===== config.mk =====
export PLATFORM = sky130hd
export DESIGN_NAME = grey_counter
export DESIGN_NICKNAME = d
export VERILOG_FILES = /design/src/rtl/grey_counter_pkg.sv /design/src/rtl/grey_counter_johnson_digit.sv /design/src/rtl/grey_counter.sv
export SDC_FILE = /design/constraint.sdc
export NUM_CORES = 1
export LEC_CHECK = 0
export CORE_MARGIN = 1
export CORE_UTILIZATION = 45
export CTS_BUF_LIST = sky130_fd_sc_hd__clkbuf_4
export CTS_CLUSTER_SIZE = 25
export DETAILED_ROUTE_END_ITERATION = 8
export GPL_TIMING_DRIVEN = 0
export PLACE_DENSITY = 0.75
export SLEW_MARGIN = 0
export SYNTH_ARGS = -nofsm -noshare
export SYNTH_HDL_FRONTEND = slang
export SYNTH_SLANG_ARGS = --single-unit

===== constraint.sdc =====
create_clock -name i_clk -period 8.3 [get_ports i_clk]
set_input_delay 1.66 -clock i_clk [delete_from_list [all_inputs] [get_ports i_clk]]
set_output_delay 1.66 -clock i_clk [all_outputs]
set_load 0.005 [all_outputs]

===== src/rtl/grey_counter_pkg.sv =====
// rtl/grey_counter_pkg.sv - shared constants and helpers for the Johnson-coded decimal counter
package grey_counter_pkg;

  localparam int NUM_DIGITS = 12;
  localparam int DIGIT_W    = 5;

  localparam logic [4:0] J0 = 5'b00000;
  localparam logic [4:0] J1 = 5'b00001;
  localparam logic [4:0] J2 = 5'b00011;
  localparam logic [4:0] J3 = 5'b00111;
  localparam logic [4:0] J4 = 5'b01111;
  localparam logic [4:0] J5 = 5'b11111;
  localparam logic [4:0] J6 = 5'b11110;
  localparam logic [4:0] J7 = 5'b11100;
  localparam logic [4:0] J8 = 5'b11000;
  localparam logic [4:0] J9 = 5'b10000;

  // active-high segments, a = bit 0 .. g = bit 6
  localparam logic [6:0] SEG_0 = 7'h3F;
  localparam logic [6:0] SEG_1 = 7'h06;
  localparam logic [6:0] SEG_2 = 7'h5B;
  localparam logic [6:0] SEG_3 = 7'h4F;
  localparam logic [6:0] SEG_4 = 7'h66;
  localparam logic [6:0] SEG_5 = 7'h6D;
  localparam logic [6:0] SEG_6 = 7'h7D;
  localparam logic [6:0] SEG_7 = 7'h07;
  localparam logic [6:0] SEG_8 = 7'h7F;
  localparam logic [6:0] SEG_9 = 7'h6F;

  typedef struct packed {
    logic       valid;
    logic [3:0] value;
  } digit_val_t;

  function automatic digit_val_t decode_digit(input logic [4:0] code);
    digit_val_t r;
    r.valid = 1'b1;
    r.value = 4'd0;
    case (code)
      J0: r.value = 4'd0;
      J1: r.value = 4'd1;
      J2: r.value = 4'd2;
      J3: r.value = 4'd3;
      J4: r.value = 4'd4;
      J5: r.value = 4'd5;
      J6: r.value = 4'd6;
      J7: r.value = 4'd7;
      J8: r.value = 4'd8;
      J9: r.value = 4'd9;
      default: r.valid = 1'b0;
    endcase
    return r;
  endfunction

  function automatic logic [6:0] seg_of(input logic [3:0] value);
    logic [6:0] s;
    case (value)
      4'd0: s = SEG_0;
      4'd1: s = SEG_1;
      4'd2: s = SEG_2;
      4'd3: s = SEG_3;
      4'd4: s = SEG_4;
      4'd5: s = SEG_5;
      4'd6: s = SEG_6;
      4'd7: s = SEG_7;
      4'd8: s = SEG_8;
      4'd9: s = SEG_9;
      default: s = 7'h00;
    endcase
    return s;
  endfunction

endpackage


===== src/rtl/grey_counter_johnson_digit.sv =====
// rtl/grey_counter_johnson_digit.sv - one Johnson-coded decimal digit with load and ripple carry
module johnson_digit
  import grey_counter_pkg::*;
(
  input  logic       clk,
  input  logic       rst_n,
  input  logic       carry_in,
  input  logic       load,
  input  logic [4:0] load_val,
  output logic [4:0] q,
  output logic       carry_out
);

  logic q_legal;
  logic load_legal;

  assign q_legal    = decode_digit(q).valid;
  assign load_legal = decode_digit(load_val).valid;
  assign carry_out  = carry_in & (q == J9);

  // illegal codes, loaded or resident, are scrubbed to zero on the edge
  always_ff @(posedge clk or negedge rst_n) begin
    if (!rst_n) begin
      q <= J0;
    end else if (load) begin
      q <= load_legal ? load_val : J0;
    end else if (!q_legal) begin
      q <= J0;
    end else if (carry_in) begin
      q <= {q[3:0], ~q[4]};
    end
  end

endmodule


===== src/rtl/grey_counter.sv =====
// rtl/grey_counter.sv - twelve-digit Johnson-coded decimal counter with selectable digit view
module grey_counter
  import grey_counter_pkg::*;
(
  input  logic        i_clk,
  input  logic        i_rst_n,
  input  logic [7:0]  i_sel,
  input  logic [59:0] init,
  output logic [4:0]  ones,
  output logic [4:0]  tens,
  output logic [4:0]  hund,
  output logic [4:0]  thou,
  output logic [4:0]  tenT,
  output logic [4:0]  hunT,
  output logic [4:0]  mil,
  output logic [4:0]  tenM,
  output logic [4:0]  hunM,
  output logic [4:0]  bil,
  output logic [4:0]  tenB,
  output logic [4:0]  hunB,
  output logic [7:0]  o_cnt
);

  logic [4:0]          digit_q [NUM_DIGITS];
  logic [NUM_DIGITS:0] carry;
  logic                terminal;
  logic                unused_sel;

  assign unused_sel = i_sel[7];
  assign carry[0]   = i_sel[5];

  for (genvar k = 0; k < NUM_DIGITS; k++) begin : g_digit
    johnson_digit u_digit (
      .clk       (i_clk),
      .rst_n     (i_rst_n),
      .carry_in  (carry[k]),
      .load      (i_sel[6]),
      .load_val  (init[DIGIT_W*k +: DIGIT_W]),
      .q         (digit_q[k]),
      .carry_out (carry[k+1])
    );
  end

  assign ones = digit_q[0];
  assign tens = digit_q[1];
  assign hund = digit_q[2];
  assign thou = digit_q[3];
  assign tenT = digit_q[4];
  assign hunT = digit_q[5];
  assign mil  = digit_q[6];
  assign tenM = digit_q[7];
  assign hunM = digit_q[8];
  assign bil  = digit_q[9];
  assign tenB = digit_q[10];
  assign hunB = digit_q[11];

  always_comb begin
    terminal = 1'b1;
    for (int k = 0; k < NUM_DIGITS; k++) begin
      if (digit_q[k] != J9) terminal = 1'b0;
    end
  end

  // indices 12..15 leave sel_valid low and force the whole view to zero
  logic       sel_valid;
  logic [4:0] sel_code;
  digit_val_t sel_dec;

  always_comb begin
    sel_valid = 1'b0;
    sel_code  = J0;
    for (int k = 0; k < NUM_DIGITS; k++) begin
      if (i_sel[3:0] == 4'(k)) begin
        sel_valid = 1'b1;
        sel_code  = digit_q[k];
      end
    end
    sel_dec = decode_digit(sel_code);
  end

  always_comb begin
    o_cnt = 8'h00;
    if (sel_valid) begin
      if (i_sel[4]) begin
        o_cnt = {terminal, 2'b00, sel_code};
      end else begin
        o_cnt = {terminal, sel_dec.valid ? seg_of(sel_dec.value) : 7'h00};
      end
    end
  end

endmodule


== Word-level counts from Yosys, hierarchy flattened ==
Memories as Yosys holds them, arrays and structs flattened.
Cells that the tools add are included.
Storage, ports and cells
  bits in registers: 60
  bits in read-only memories: 112
  word-level logic and storage cells: 460
  memories: 1
Memories
  (no name shown): depth 16, bits a word 7, read ports 1, clocked after Yosys merged registers in 0, write ports 0, line grey_counter_pkg.sv:57  | case (value)
Cells by class
  equal/unequal tests: 260
  muxes and demuxes: 113
  bitwise logic cells: 23
  reductions and logical operators: 51
Operators by type and width (count)
  $eq A5 B5 Y1 const B: 125
  $mux W5: 60
  $reduce_or A10 Y1: 25
  $eq A5 B1 Y1 const B: 25
  $eq A5 B2 Y1 const B: 25
  $eq A5 B3 Y1 const B: 25
  $eq A5 B4 Y1 const B: 25
  $logic_not A5 Y1: 25
  $ne A5 B5 Y1 const B: 12
  $mux W1: 49
  $pmux W4 S9: 1
  $ne A3 B2 Y1 const B: 10
  $eq A4 B3 Y1 const B: 4
  $eq A4 B4 Y1 const B: 4
  $mux W7: 2
  $not A1 Y1: 12
  $and A1 B1 Y1: 11
  $eq A4 B2 Y1 const B: 2
  $mux W8: 1
  $ne A3 B3 Y1 const B: 2
  $eq A4 B1 Y1 const B: 1
  $logic_not A4 Y1: 1

== Depth between registers and ports, before layout ==
Gate-level depths: netlist (run 1).
  depth after elaboration: 19
  gate-level depth with buffers: 15
  mapped depth without buffers: 12

== By module ==
Synthesis (run 1) repeated with hierarchy kept, for this count alone.
Unflattened totals
  cells, all modules: 768
  area, all modules: 6756.5 µm²
By module, submodules not included
  johnson_digit: instances 12, cells an instance 52, area each 455.4 µm²
  grey_counter: instances 1, cells an instance 144, area each 1291.2 µm²

== Least setup slack after synthesis (run 1) ==
No wires, ideal clock.
  kind: input -> output
  from: input i_sel[0]
  to: output o_cnt[6]
  data arrival time: 4.075 ns
  required time: 6.640 ns
  slack: 2.565 ns
  stages on the path: 12
  buffers on the path: 1
  cells stage by stage: buf_2 mux4_2 nand2b_1 a21oi_1 o32a_1 and3_1 nor2_1 o21a_1 o22ai_1 ha_1 or3_1 a31oi_1
On the way
  longest elaborated chain between the ends: 19
  elaborated cells between the ends (all ways): 53
  classes of those cells: eq/ne (20); mux (29); reduce/logical (3); memory (1)
RTL lines
  start, declared: line grey_counter.sv:7  | input logic [7:0] i_sel,
  $logic_not A4 Y1: line grey_counter.sv:73  | if (i_sel[3:0] == 4'(k)) begin
  $mux W5 (12 in series): line grey_counter.sv:73
  $eq A5 B5 Y1 (tied with other cells): line grey_counter_pkg.sv:39  | case (code)
  $pmux W4 S9 / $reduce_or A10 Y1 (equally long branches)
  $mem_v2 Z16 W7 / $mux W1 (equally long branches)
  $mux W7: line grey_counter.sv:87  | o_cnt = {terminal, sel_dec.valid ? seg_of(sel_dec.value) : 7'h00};
  $mux W7: line grey_counter.sv:84  | if (i_sel[4]) begin
  $mux W8 (*): line grey_counter.sv:83  | if (sel_valid) begin
  end, declared: line grey_counter.sv:21  | output logic [7:0] o_cnt
Every way passes the cells marked *; elsewhere a longest branch is shown, timed or not.

== Worst setup path after layout (run 1) ==
  from: input i_sel[2]
  to: output o_cnt[6]
Same word-level chain as after synthesis.

==> results of run 1 <==
-- power breakdown --
group | total [mW] | leakage, nW | switching, mW | internal, mW
Combinational | 0.972 | 1.97 | 0.467 | 0.504
Clock | 0.274 | 0.0955 | 0.120 | 0.153
Sequential | 0.611 | 0.779 | 0.213 | 0.398
-- worst min-delay path by stage --
stage / from / to / slack [ns]
final: g_digit[11].u_digit.q[2] / g_digit[11].u_digit.q[2] / 0.64
after detailed placement: g_digit[11].u_digit.q[2] / g_digit[11].u_digit.q[2] / 0.61
after global placement: g_digit[11].u_digit.q[2] / g_digit[11].u_digit.q[2] / 0.61
after global routing: g_digit[7].u_digit.q[0] / g_digit[7].u_digit.q[0] / 0.69
after CTS: g_digit[11].u_digit.q[2] / g_digit[11].u_digit.q[2] / 0.65
after floorplan: g_digit[11].u_digit.q[4] / g_digit[11].u_digit.q[4] / 0.55
-- layer usage --
| layer | track usage (%) | vias up | share of wire (%) |
|---|---|---|---|
| met1 | 37.6 | 2934 | 45 |
| met2 | 45.7 | 226 | 47 |
| met3 | 2.82 | 27 | 5.6 |
| li1 | - | 2909 | - |
| met4 | 10.7 | 0 | 2.5 |
| met5 | 0 | - | 0 |
-- through the flow --
stage	utilization (%)	instance area (um2)	power [mW]	cells
floorplan	-	5270	1.11	701
global route	61.2	6990	2.00	995
finish	61.2	6990	1.86	995
detailed placement	59.6	6810	1.57	979
global placement	59.5	6790	1.54	978
CTS	61.2	6990	1.85	995
-- cell usage in the layout, fill, tap and decap left out, drive strengths merged, types with 6 or more instances in the layout --
master / n
nor2: 67
clkdlybuf4s50: 133
mux2i: 24
nor2b: 9
a22oi: 17
a21oi: 77
nor4: 8
o211ai: 18
nand3: 17
dfrtp: 60
o22ai: 10
inv: 53
and3: 13
nor3: 6
o221ai: 9
clkbuf: 18
a211oi: 12
a221oi: 13
buf: 17
nand2b: 7
o21ai: 87
nand2: 95
-- final cells by class --
class                           instances  share of cell area, %
Multi-Input combinational cell        565                   49.2
Sequential cell                        60                   21.5
Timing Repair Buffer                  135                   19.4
Inverter                               53                   2.85
Tap cell                              143                   2.56
Buffer                                 23                   1.90
Clock inverter                          6                   1.47
Clock buffer                           10                   1.07
-- logic make-up (layout without fill, tap and decap cells) --
group	after synthesis	count (layout)	share of synthesized area [%]
compound gates	282	282	34.1
simple gates	247	247	22.8
buf+inv	76	227	6.29
flops	60	60	28.5
mux	31	31	7.12
fa+ha+maj	5	5	1.19
-- critical path, stage by stage --
cell and delay, ns:
clkdlybuf4s50_1 0.60, clkbuf_1 0.38, nor4bb_1 0.32, o21ai_0 0.11
a32oi_1 0.19, a41oi_1 0.13, and2_1 0.23, o21ai_0 0.22
o22ai_1 0.16, ha_1 0.22, or3_1 0.39, a31oi_1 0.19
clkdlybuf4s50_1 0.52
==> flow_summary_export.csv, run 1 <==
group,metric,value,unit
outcome,outcome,"completed",
grt,overflow,0,
finish,regMostFlops,"g_digit.u_digit.q",
sta,fmax,143,MHz
finish,multi_input_area,3440,um2
clock_network,cts_tree,"done",
sta,whs,0.645,ns
floorplan,die_w,110,um
flow_run,drv_cap,0,
grt,grt_pass1_vias,5517,
yosys,synthFlopType,"dfrtp_1",
finish,largest_register_ffs,60,
grt,grt_max_degree,36,
setup_path,startpoint,"i_sel[2]",
setup_path,arrival,5.33,ns
setup_path,reg2reg_slack,5.64,ns
floorplan,die_h,110,um
finish,num_antenna_cells,0,
floorplan,initial_core_util,46.2,%
sta,finalClockSkew,0.0196,ns
clock_network,clock_sinks,60,
yosys,synth_top_area_share,28.5,%
clock_network,root_buffer,"clkbuf_4",
detailed_routing,via_count,6096,
grt,antenna_found_initial,0,
clock_network,path_clk_slew,0.12,ns
finish,layout-area-overhead-vs-synth,32.5,%
setup_path,crit_required,6.64,ns
yosys,ys_types,74,
floorplan,row_count,39,
detailed_routing,drt_iter0_drc,422,
clock_network,cts_setup_buffers,0,
detailed_routing,drt_pass1_iterations,5,
finish,nets,922,
yosys,yosysTopAreaCell,"dfrtp_1",
yosys,syn_area_per_cell,7.52,um2
yosys,synth_edf_count,0,
clock_network,numCtsBuffers,9,
placement,gp_congestion,0.915,
clock_network,htree_num_levels,3,
detailed_routing,ant_nets,0,
placement,hpwl,12700,um
floorplan,ioPinCount,138,
yosys,syn_nets,776,
detailed_routing,drc_errors,0,
clock_network,clk_latency,0.44,ns
sta,min_period,6.99,ns
finish,largestRegisters,"g_digit.u_digit.q x60",
detailed_routing,viasPerCell,6.13,
setup_path,critPathCapture,"o_cnt[6]",
setup_path,worstReg2RegEnd,"g_digit[10].u_digit.q[4]",
yosys,synthCells,701,
setup_path,r2r_start,"g_digit[4].u_digit.q[1]",
yosys,yosys-top-cells-area,"dfrtp_1 (28%), o21ai_0 (7.9%), a21oi_1 (7.3%)",
placement,portBuffers,134,
sta,maxSlewHeadroom,43.7,%
setup_path,rr_worst_depth,8,
worst_hold_path,holdPathStages,2,
finish,regArea,1500,um2
sta,slew_violations,0,
detailed_routing,avgRoutedWirePerCell,16.9,um
yosys,seq_area_frac_synth,28.5,%
yosys,ys_ff_latch,60,
sta,fin_setup_tns,0,ns
yosys,synth_warnings,0,
sta,finalHoldViolCount,0,
yosys,yosysMostFrequentCell,"nand2_1",
placement,post-place-ws,1.37,ns
floorplan,core_area,11400,um2
yosys,ys_async_sr_fraction,100,%
sta,period_share,84.2,%
sta,worst_pin_slew,0.844,ns
clock_network,clk_path_buf_depth,2,
finish,drive_above_1_share,6.57,%
setup_path,start_kind,"input pin",
yosys,syn-cell-area,5270,um2
power,p_per_area,266,nW/um2
setup_path,end_kind,"output port",
setup_path,crit_type,"input pin to output port",
detailed_routing,wl,16800,um
sta,timing.final.ws_setup,1.31,ns
floorplan,dieArea,12200,um2
clock_network,post_cts_resized,0,
grt,grt_pass1_wl,26300,um
grt,grtUsageTotal,27.8,%
finish,nFillCells,1042,
worst_hold_path,worst_hold_path_type,"flop to flop",
clock_network,hold_buffers,0,
yosys,ys_top_cells_by_count,"nand2_1 (94), o21ai_0 (83), a21oi_1 (77)",
power,leakagePower,2.84,nW
sta,setup_viol,0,
power,vdd_drop_max,0.171,mV
sta,rsz0062_at_grt,"no",
setup_path,cp_max_fo,10,
Note: power is estimated with default switching activity, not from simulation.
==> run 2, diff against run 1 <==
PLACE_DENSITY = 0.78   (was 0.75)
clock period = 6.2 ns   (was 8.3 ns; I/O delays follow)
==> flow_summary_export.csv, run 2 (synthesized netlist as in run 1, its figures left out) <==
group,metric,value,unit
placement,portBuffers,134,
power,swShare,44.4,%
placement,post-place-ws,-0.00966,ns
finish,num_antenna_cells,0,
detailed_routing,viasPerCell,6.16,
detailed_routing,via_count,6138,
detailed_routing,avgRoutedWirePerCell,16.8,um
sta,timing.final.ws_setup,0.161,ns
setup_path,end_kind,"output port",
clock_network,cts_tree,"done",
worst_hold_path,worst_hold_path_type,"flop to flop",
finish,nets,923,
finish,regArea,1500,um2
sta,slew_violations,0,
finish,final_common_cell,"clkdlybuf4s50_1",
floorplan,die_w,110,um
finish,final_cell_mix,"clkdlybuf4s50_1 (132), nand2_1 (94), o21ai_0 (83), a21oi_1 (77), nor2_1 (63)",
power,leakagePower,2.84,nW
clock_network,clk_latency,0.42,ns
setup_path,reg2reg_slack,3.42,ns
sta,maxSlewHeadroom,42.7,%
floorplan,initial_core_util,46.2,%
placement,hpwl,12600,um
sta,fmax,166,MHz
setup_path,cp_max_fo,10,
power,power,2.40,mW
setup_path,arrival,4.80,ns
finish,nFillCells,1042,
finish,drive_above_1_share,7.50,%
clock_network,path_clk_slew,0.10,ns
finish,post-route-util,61.1,%
grt,grt_max_degree,34,
setup_path,startpoint,"i_sel[3]",
power,switchingPower,1.07,mW
floorplan,ioPinCount,138,
sta,whs,0.649,ns
setup_path,crit_type,"input pin to output port",
sta,finalHoldViolCount,0,
grt,antenna_found_initial,0,
grt,grt_pass1_vias,5508,
power,intPower,1.34,mW
worst_hold_path,holdPathStages,2,
flow_run,drv_cap,0,
setup_path,critPathCapture,"o_cnt[3]",
floorplan,dieArea,12200,um2
sta,setup_viol,0,
power,vdd_drop_max,0.198,mV
clock_network,numCtsBuffers,9,
detailed_routing,drt_pass1_iterations,6,
detailed_routing,ant_nets,0,
finish,largestRegisters,"g_digit.u_digit.q x60",
sta,worst_pin_slew,0.859,ns
grt,overflow,0,
clock_network,clock_sinks,60,
sta,finalClockSkew,0.00969,ns
finish,regMostFlops,"g_digit.u_digit.q",
floorplan,die_h,110,um
detailed_routing,drc_errors,0,
setup_path,crit_required,4.96,ns
sta,period_share,97.4,%
detailed_routing,wl,16700,um
finish,multi_input_area,3460,um2
finish,layout-area-overhead-vs-synth,32.3,%
clock_network,root_buffer,"clkbuf_4",
power,power.clock.fraction,11.5,%
grt,grtUsageTotal,27.6,%
power,p_per_area,344,nW/um2
setup_path,start_kind,"input pin",
placement,gp_congestion,0.907,
setup_path,r2r_start,"g_digit[0].u_digit.q[2]",
sta,min_period,6.04,ns
grt,grt_pass1_wl,26200,um
floorplan,row_count,39,
detailed_routing,drt_iter0_drc,522,
finish,largest_register_ffs,60,
power,combPwrFrac,54.5,%
clock_network,htree_num_levels,3,
setup_path,rr_worst_depth,9,
clock_network,clk_path_buf_depth,2,
floorplan,core_area,11400,um2
power,seqPwrFrac,33.9,%
outcome,outcome,"completed",
setup_path,worstReg2RegEnd,"g_digit[5].u_digit.q[4]",
run 2: worst min-delay path by stage:
stage                                        start                  endpoint  slack [ns]
after floorplan           g_digit[11].u_digit.q[4]  g_digit[11].u_digit.q[4]        0.55
after global placement    g_digit[11].u_digit.q[4]  g_digit[11].u_digit.q[4]        0.60
after detailed placement  g_digit[11].u_digit.q[4]  g_digit[11].u_digit.q[4]        0.60
after CTS                 g_digit[11].u_digit.q[4]  g_digit[11].u_digit.q[4]        0.63
after global routing      g_digit[11].u_digit.q[4]  g_digit[11].u_digit.q[4]        0.66
final                     g_digit[11].u_digit.q[4]  g_digit[11].u_digit.q[4]        0.65
run 2: per-stage QoR:
step | instance area [um2] | setup TNS (ns) | cells
floorplan | 5270 | 0 | 701
global placement | 6790 | 0 | 978
detailed placement | 6810 | -0.00966 | 979
CTS | 6940 | 0 | 995
global route | 6980 | -0.00877 | 996
finish | 6980 | 0 | 996
run 2: repair_timing:
item	in CTS	in global routing
resized for setup	1	10
pin swaps	0	1
hold buffers	0	0
buffers inserted	0	1
hold endpoints to repair	0	0
endpoints found under the setup margin	1	7
run 2: power groups by stage:
stage | Combinational (mW) | Clock (mW) | Sequential, mW
after global routing | 1.45 | 0.297 | 0.844
after global placement | 1.24 | 0 | 0.807
after CTS | 1.29 | 0.283 | 0.806
after detailed placement | 1.29 | 0 | 0.812
after floorplan | 0.749 | 0 | 0.743
final | 1.31 | 0.277 | 0.815
run 2: layout make-up:
type | instances | area share (%)
plain buffers | 23 | 1.99
clock buffers | 10 | 1.08
clock inverters | 6 | 0.789
inverters | 53 | 2.85
multi-input cells | 565 | 49.6
flip-flops and latches | 60 | 21.5
well taps | 143 | 2.56
repair buffers | 136 | 19.6
run 2: critical path, cell delays in order:
cell	delay (ns)
clkdlybuf4s50_1	0.59
clkbuf_4	0.25
nor4b_1	0.26
a211oi_1	0.08
o32a_1	0.31
o21ai_2	0.11
and3_2	0.27
nor2_1	0.06
o21a_1	0.18
o22a_1	0.24
ha_1	0.33
nand3b_1	0.10
a21oi_1	0.07
o21ai_1	0.16
clkdlybuf4s50_1	0.53
run 2: metal layers:
layer / GRT usage [%] / vias up / share of wire [%]
met5: 0 / - / 0
met4: 12.8 / 0 / 2.8
met3: 4.59 / 36 / 6.9
met2: 44.7 / 267 / 47
met1: 36.0 / 2920 / 43
li1: - / 2915 / -
